<file path="config.mk">
export PLATFORM = sky130hd
export DESIGN_NAME = mem_req_master
export DESIGN_NICKNAME = d
export VERILOG_FILES = /design/src/rtl/mem_req_master.sv
export SDC_FILE = /design/constraint.sdc
export NUM_CORES = 1
export LEC_CHECK = 0
export BUFFER_PORTS_ARGS = -buffer_cell sky130_fd_sc_hd__buf_2
export CORE_MARGIN = 4
export CORE_UTILIZATION = 35
export DETAILED_ROUTE_END_ITERATION = 8
export RECOVER_POWER = 100
export SLEW_MARGIN = 15
export SYNTH_ARGS = -nofsm -noshare
export SYNTH_HDL_FRONTEND = slang
export SYNTH_SLANG_ARGS = --single-unit
export TNS_END_PERCENT = 10
</file>
<file path="constraint.sdc">
create_clock -name clk -period 2.3 [get_ports clk]
set_input_delay 0.345 -clock clk [delete_from_list [all_inputs] [get_ports clk]]
set_output_delay 0.345 -clock clk [all_outputs]
set_load 0.1 [all_outputs]
</file>
<file path="src/rtl/mem_req_master.sv">
// mem_req_master -- queued valid/ready memory initiator with one-at-a-time issue and timeout abort.
// Revision 1.0
`default_nettype none

module mem_req_master #(
  parameter int WIDTH      = 8,
  parameter int ADDR_WIDTH = 5,
  parameter int DEPTH      = 4,
  parameter int TIMEOUT    = 15
) (
  input  logic                  clk,
  input  logic                  rst,
  input  logic                  cmd_valid,
  output logic                  cmd_ready,
  input  logic                  cmd_wr_rd,
  input  logic [ADDR_WIDTH-1:0] cmd_addr,
  input  logic [WIDTH-1:0]      cmd_wdata,
  output logic                  valid,
  input  logic                  ready,
  output logic                  wr_rd,
  output logic [ADDR_WIDTH-1:0] addr,
  output logic [WIDTH-1:0]      wdata,
  input  logic [WIDTH-1:0]      rdata,
  output logic                  rsp_valid,
  output logic                  rsp_wr_rd,
  output logic [ADDR_WIDTH-1:0] rsp_addr,
  output logic [WIDTH-1:0]      rsp_rdata,
  output logic                  rsp_err,
  output logic                  busy
);

  localparam int C_PTR_W = $clog2(DEPTH);
  localparam int C_CNT_W = $clog2(DEPTH + 1);
  localparam int C_TMO_W = $clog2(TIMEOUT + 1);
  localparam int C_ENT_W = 1 + ADDR_WIDTH + WIDTH;

  localparam logic [1:0] C_IDLE = 2'd0;
  localparam logic [1:0] C_REQ  = 2'd1;
  localparam logic [1:0] C_GAP  = 2'd2;

  logic [C_ENT_W-1:0]    r_fifo [DEPTH];
  logic [C_PTR_W-1:0]    r_wr_ptr;
  logic [C_PTR_W-1:0]    r_rd_ptr;
  logic [C_CNT_W-1:0]    r_count;
  logic [1:0]            r_state;
  logic [C_TMO_W-1:0]    r_tmo;

  logic                  r_valid;
  logic                  r_wr_rd;
  logic [ADDR_WIDTH-1:0] r_addr;
  logic [WIDTH-1:0]      r_wdata;
  logic                  r_rsp_valid;
  logic                  r_rsp_wr_rd;
  logic [ADDR_WIDTH-1:0] r_rsp_addr;
  logic [WIDTH-1:0]      r_rsp_rdata;
  logic                  r_rsp_err;

  logic                  w_full;
  logic                  w_push;
  logic                  w_pop;
  logic [C_ENT_W-1:0]    w_head;
  logic [WIDTH-1:0]      w_store_wdata;
  logic [C_TMO_W-1:0]    w_tmo_inc;

  assign w_full        = (r_count == C_CNT_W'(DEPTH));
  assign w_push        = cmd_valid && !w_full;
  // Pop only from IDLE, and only what was already stored: no same-cycle bypass.
  assign w_pop         = (r_state == C_IDLE) && (r_count != '0);
  assign w_head        = r_fifo[r_rd_ptr];
  assign w_store_wdata = cmd_wr_rd ? cmd_wdata : '0;
  assign w_tmo_inc     = (r_tmo == C_TMO_W'(TIMEOUT)) ? r_tmo : r_tmo + C_TMO_W'(1);

  always_ff @(posedge clk or negedge rst) begin
    if (!rst) begin
      for (int i = 0; i < DEPTH; i++) r_fifo[i] <= '0;
      r_wr_ptr <= '0;
      r_rd_ptr <= '0;
      r_count  <= '0;
    end else begin
      if (w_push) begin
        r_fifo[r_wr_ptr] <= {cmd_wr_rd, cmd_addr, w_store_wdata};
        r_wr_ptr         <= r_wr_ptr + C_PTR_W'(1);
      end
      if (w_pop) r_rd_ptr <= r_rd_ptr + C_PTR_W'(1);
      case ({w_push, w_pop})
        2'b10:   r_count <= r_count + C_CNT_W'(1);
        2'b01:   r_count <= r_count - C_CNT_W'(1);
        default: r_count <= r_count;
      endcase
    end
  end

  always_ff @(posedge clk or negedge rst) begin
    if (!rst) begin
      r_state     <= C_IDLE;
      r_tmo       <= '0;
      r_valid     <= 1'b0;
      r_wr_rd     <= 1'b0;
      r_addr      <= '0;
      r_wdata     <= '0;
      r_rsp_valid <= 1'b0;
      r_rsp_wr_rd <= 1'b0;
      r_rsp_addr  <= '0;
      r_rsp_rdata <= '0;
      r_rsp_err   <= 1'b0;
    end else begin
      r_rsp_valid <= 1'b0;
      case (r_state)
        C_IDLE: begin
          r_tmo <= '0;
          if (w_pop) begin
            r_valid <= 1'b1;
            r_wr_rd <= w_head[C_ENT_W-1];
            r_addr  <= w_head[C_ENT_W-2 -: ADDR_WIDTH];
            r_wdata <= w_head[WIDTH-1:0];
            r_state <= C_REQ;
          end
        end
        C_REQ: begin
          if (ready || (w_tmo_inc == C_TMO_W'(TIMEOUT))) begin
            // Either a normal completion or a timeout abort; both end the transfer.
            r_rsp_valid <= 1'b1;
            r_rsp_err   <= !ready;
            r_rsp_wr_rd <= r_wr_rd;
            r_rsp_addr  <= r_addr;
            r_rsp_rdata <= (ready && !r_wr_rd) ? rdata : '0;
            r_valid     <= 1'b0;
            r_wr_rd     <= 1'b0;
            r_addr      <= '0;
            r_wdata     <= '0;
            r_state     <= C_GAP;
          end
          r_tmo <= ready ? r_tmo : w_tmo_inc;
        end
        C_GAP: begin
          r_tmo   <= '0;
          r_state <= C_IDLE;
        end
        default: begin
          r_tmo   <= '0;
          r_state <= C_IDLE;
        end
      endcase
    end
  end

  assign cmd_ready = !w_full;
  assign busy      = (r_count != '0) || (r_state != C_IDLE);
  assign valid     = r_valid;
  assign wr_rd     = r_wr_rd;
  assign addr      = r_addr;
  assign wdata     = r_wdata;
  assign rsp_valid = r_rsp_valid;
  assign rsp_wr_rd = r_rsp_wr_rd;
  assign rsp_addr  = r_rsp_addr;
  assign rsp_rdata = r_rsp_rdata;
  assign rsp_err   = r_rsp_err;

endmodule

`default_nettype wire

</file>
==> results by stage <==
Run status:
- The flow ran to the end, and the final reports show no timing, DRC or antenna violations.

Clock network:
- Clock tree synthesis found a total of 100 sinks.
- The clock tree synthesis step divided the H-tree into 3 levels.
- Clock-pin slew was measured on the worst setup and hold paths at 0.07 ns.
- TritonCTS built the clock tree.
- After clock tree synthesis, the repair step resized 0 gates.
- The root buffer cell chosen for the clock tree is sky130_fd_sc_hd__clkbuf_16.
- The post-cts hold buffer count is 0.
- The longest clock path from root to sink contains 2 buffers.
- The TritonCTS buffer count is 9.
- The clock network latency to the later pin of the worst-skew pair is 0.34 ns.
- The number of buffers inserted to repair setup after CTS is 0.

Synth:
- The synthesized netlist occupies a cell area of 0.004447 mm2.
- The number of warning messages in the yosys log is 0.
- The share of the synthesized area in the top cell type is 56.27%.
- sky130_fd_sc_hd__dfrtp_1 takes more of the synthesized area than any other cell.
- The flip-flop and latch count after synthesis is 100.
- The number of nets in the synthesized netlist is 379.
- The number of unique standard cell types used by synthesis is 39.
- Each instance of the synthesized netlist takes up on average 12.85 um2.
- Ranked by total cell area, the synthesized netlist is headed by sky130_fd_sc_hd__dfrtp_1, sky130_fd_sc_hd__mux4_2, sky130_fd_sc_hd__nand2_1.
- The post-synthesis sequential area ratio is 56.27%.
- Synthesis handed over a netlist of 346 instances.

Critical path:
- The worst stage delay on the critical path is 0.41 ns.
- At the worst endpoint, the required time is ~2.6 ns.
- The kind of cell with the highest combined delay on the critical path is simple AND/OR/NAND/NOR gates.
- Traced cell by cell, the critical path runs through or3b_1 > nand2_1 > ha_1 > inv_1 > fa_1 > xor2_1 > nor2_1 > xor2_1.
- Counting both buffers and inverters, the worst setup path holds a total of 1.
- The kind of end point of the critical path is a flop.
- In this design, the critical path's most frequently occurring cell is sky130_fd_sc_hd__xor2_1.
- Data on the critical path arrives at its endpoint at 2.34 ns.
- The critical path startpoint category is a flop.
- The worst-path cell with the longest stage delay is sky130_fd_sc_hd__dfrtp_1.
- Along the worst path, the maximum fanout reaches 4.
- The critical path is of the flop to flop type.

Timing:
- Setup repair after global routing left no endpoint under its margin.
- Subtracting the final worst setup slack from the clock period gives between 2 and 2.5 ns.
- The maximum clock rate is 0.4803 GHz.
- The post-route clock skew is 0.007327 ns.
- The number of max-slew violations in the final report is 0.
- Across all hold checks on the routed design, the worst slack comes to 0.2037 ns.
- The final hold violation count is 0.
- The number of setup violations in the final report is 0.
- The transition time at the pin with the least slew margin is 1.202 ns.
- Summed over all failing endpoints, the final setup total negative slack is 0 ns.
- In this run the tightest slew margin relative to its limit is 20.22%.
- The part of the cycle the worst path needs is 90.52%.

Place:
- Counting tap cells, the placed design contains a total of 562 instances.
- Routability-driven placement finished with a final weighted congestion of 0.7222.
- The HPWL reported at the end of detailed placement is between 6 and 7 mm.
- Buffers placed on the I/O ports in this run total 58.

Cells and area:
- The count of cells in the finished layout, fillers not included, comes to slightly below 600.
- The number of inserted diodes is 0.
- The area occupied by registers is around 0.0025 mm2.
- Summing all multi-input logic gate instances after layout gives 0.001632 mm2.
- The share of post-route cells with drive strength above 1 is a little over a fifth.
- Relative to the synthesized area, the layout overhead comes to 12.52%.
- The number of filler cells placed in the layout is 1183.
- After the last flow step, the layout net total stands at between 400 and 500.
- Cells fill 40.97% of the core in the end.

Global routing:
- Entering global routing, the biggest net connects 48 pins.
- For this run the aggregate overflow at the end of global routing stands at 0.
- The global-route wire length before repair is 14.64 mm.
- The all-layer global routing usage is 12.73%.
- The initial antenna violation count is 0.
- The via count of the first global-routing pass came to 2844.

Drt:
- The total via count in the routed design is 2777.
- The final layout contains routed wiring with a total length of 8.828 mm.
- The remaining antenna violation count after routing is 0.
- The first detailed-routing pass ran for 4 iterations.
- The detailed-route wire length per cell is 15.27 um.
- The total DRC errors in the routed layout is 0.
- The initial detailed-routing violation count is 170.
- Using the TritonRoute via totals, the vias-per-cell ratio works out to 4.804.

Die:
- The die covers 0.01457 mm2.
- The die width is 120.7 um.
- The number of top-level design ports is 59.
- The floorplan step defined a core boundary enclosing 0.01221 mm2.
- The number of core rows is 40.
- The initial standard-cell utilization of the core is 36.41%.
- Measured along the y axis, the die boundary spans around 120 um.

Hold path:
- The class of the tightest hold or removal check is primary input to async pin.

Flow run:
- Max-cap violations in this run came to 0.
[per-layer routing]
layer	part of all wire, %	track usage, %	vias to the layer above	wire length (um)
met1	46	17.38	1388	4095
met3	4.9	3.742	9	432
met2	47	19.77	64	4184
met4	1.3	3.683	0	115
li1	-	-	1316	-
met5	0	0	-	0
[cells in the mapped netlist, drive strengths merged]
master,count
inv,9
o21ai,48
nand4,1
a31oi,2
xnor2,6
nor3,3
mux2i,2
a21oi,2
a21o,1
o211a,1
nor4bb,1
mux2,31
ha,6
xor2,2
buf,17
and4,1
mux4,14
nor2,6
dfrtp,100
nand3,4
or3b,1
nand3b,1
nand2,72
nor2b,1
a22o,8
nand2b,3
fa,1
a211o,1
clkbuf,1
[flip-flops by register name, indices dropped and copies added (netlist names), 2 cells and up]
signal / cells
r_wr_ptr: 2
r_fifo: 56
rsp_rdata: 8
r_state: 2
r_tmo: 4
r_count: 3
rsp_addr: 5
addr: 5
r_rd_ptr: 2
wdata: 8
[metrics by stage]
stage	cell area, um2	setup slack [ns]
finish	5004	0.2179
global route	5004	0.08210
CTS	5170	0.2089
detailed placement	4845	0.2303
global placement	4845	0.3065
floorplan	4447	0.1290
[kinds of logic (layout without fill, tap and decap cells)]
group,count (synthesis),count (layout),share of synthesized area (%)
compound gates,63,63,8.413
buf+inv,27,91,4.755
fa+ha+maj,7,7,2.138
simple gates,94,94,10.10
xor+xnor,8,8,1.576
flops,100,100,56.27
mux,47,47,16.74
[final timing paths]
path | start | endpoint | slack [ns] | depth (start not counted)
max | r_count[0]$_DFFE_PN0P_ | r_count[2]$_DFFE_PN0P_ | 0.22 | 8
min | rst | rsp_rdata[5]$_DFFE_PN0P_ | 0.20 | 1
max reg2reg | r_count[0]$_DFFE_PN0P_ | r_count[2]$_DFFE_PN0P_ | 0.22 | 8
min reg2reg | r_fifo[42]$_DFFE_PN0P_ | r_fifo[42]$_DFFE_PN0P_ | 0.48 | 2
max in group asynchronous | rst | r_fifo[13]$_DFFE_PN0P_ | 0.65 | 2
min in group clk | rdata[0] | rsp_rdata[0]$_DFFE_PN0P_ | 0.22 | 2
[cell usage in the layout (no fill, tap or decap), drive strengths merged, types with 3 or more instances in the layout]
| cell | netlist | routed |
|---|---|---|
| nor2 | 6 | 6 |
| nand2 | 72 | 72 |
| o21ai | 48 | 48 |
| dfrtp | 100 | 100 |
| xnor2 | 6 | 6 |
| nand2b | 3 | 3 |
| buf | 17 | 28 |
| mux4 | 14 | 14 |
| nand3 | 4 | 4 |
| mux2 | 31 | 31 |
| ha | 6 | 6 |
| nor3 | 3 | 3 |
| a22o | 8 | 8 |
| clkbuf | 1 | 47 |
| inv | 9 | 10 |
[area by class of cell]
cell class | instances | area share (%)
clock buffers | 9 | 4.501
repair buffers | 66 | 6.001
flip-flops and latches | 100 | 50.01
inverters | 9 | 0.6752
well taps | 168 | 4.201
multi-input cells | 219 | 32.61
clock inverters | 7 | 2.000
Power is left out: the tool's default activity adds up to more than one toggle a clock period on the data nets, which glitch-free logic cannot reach.
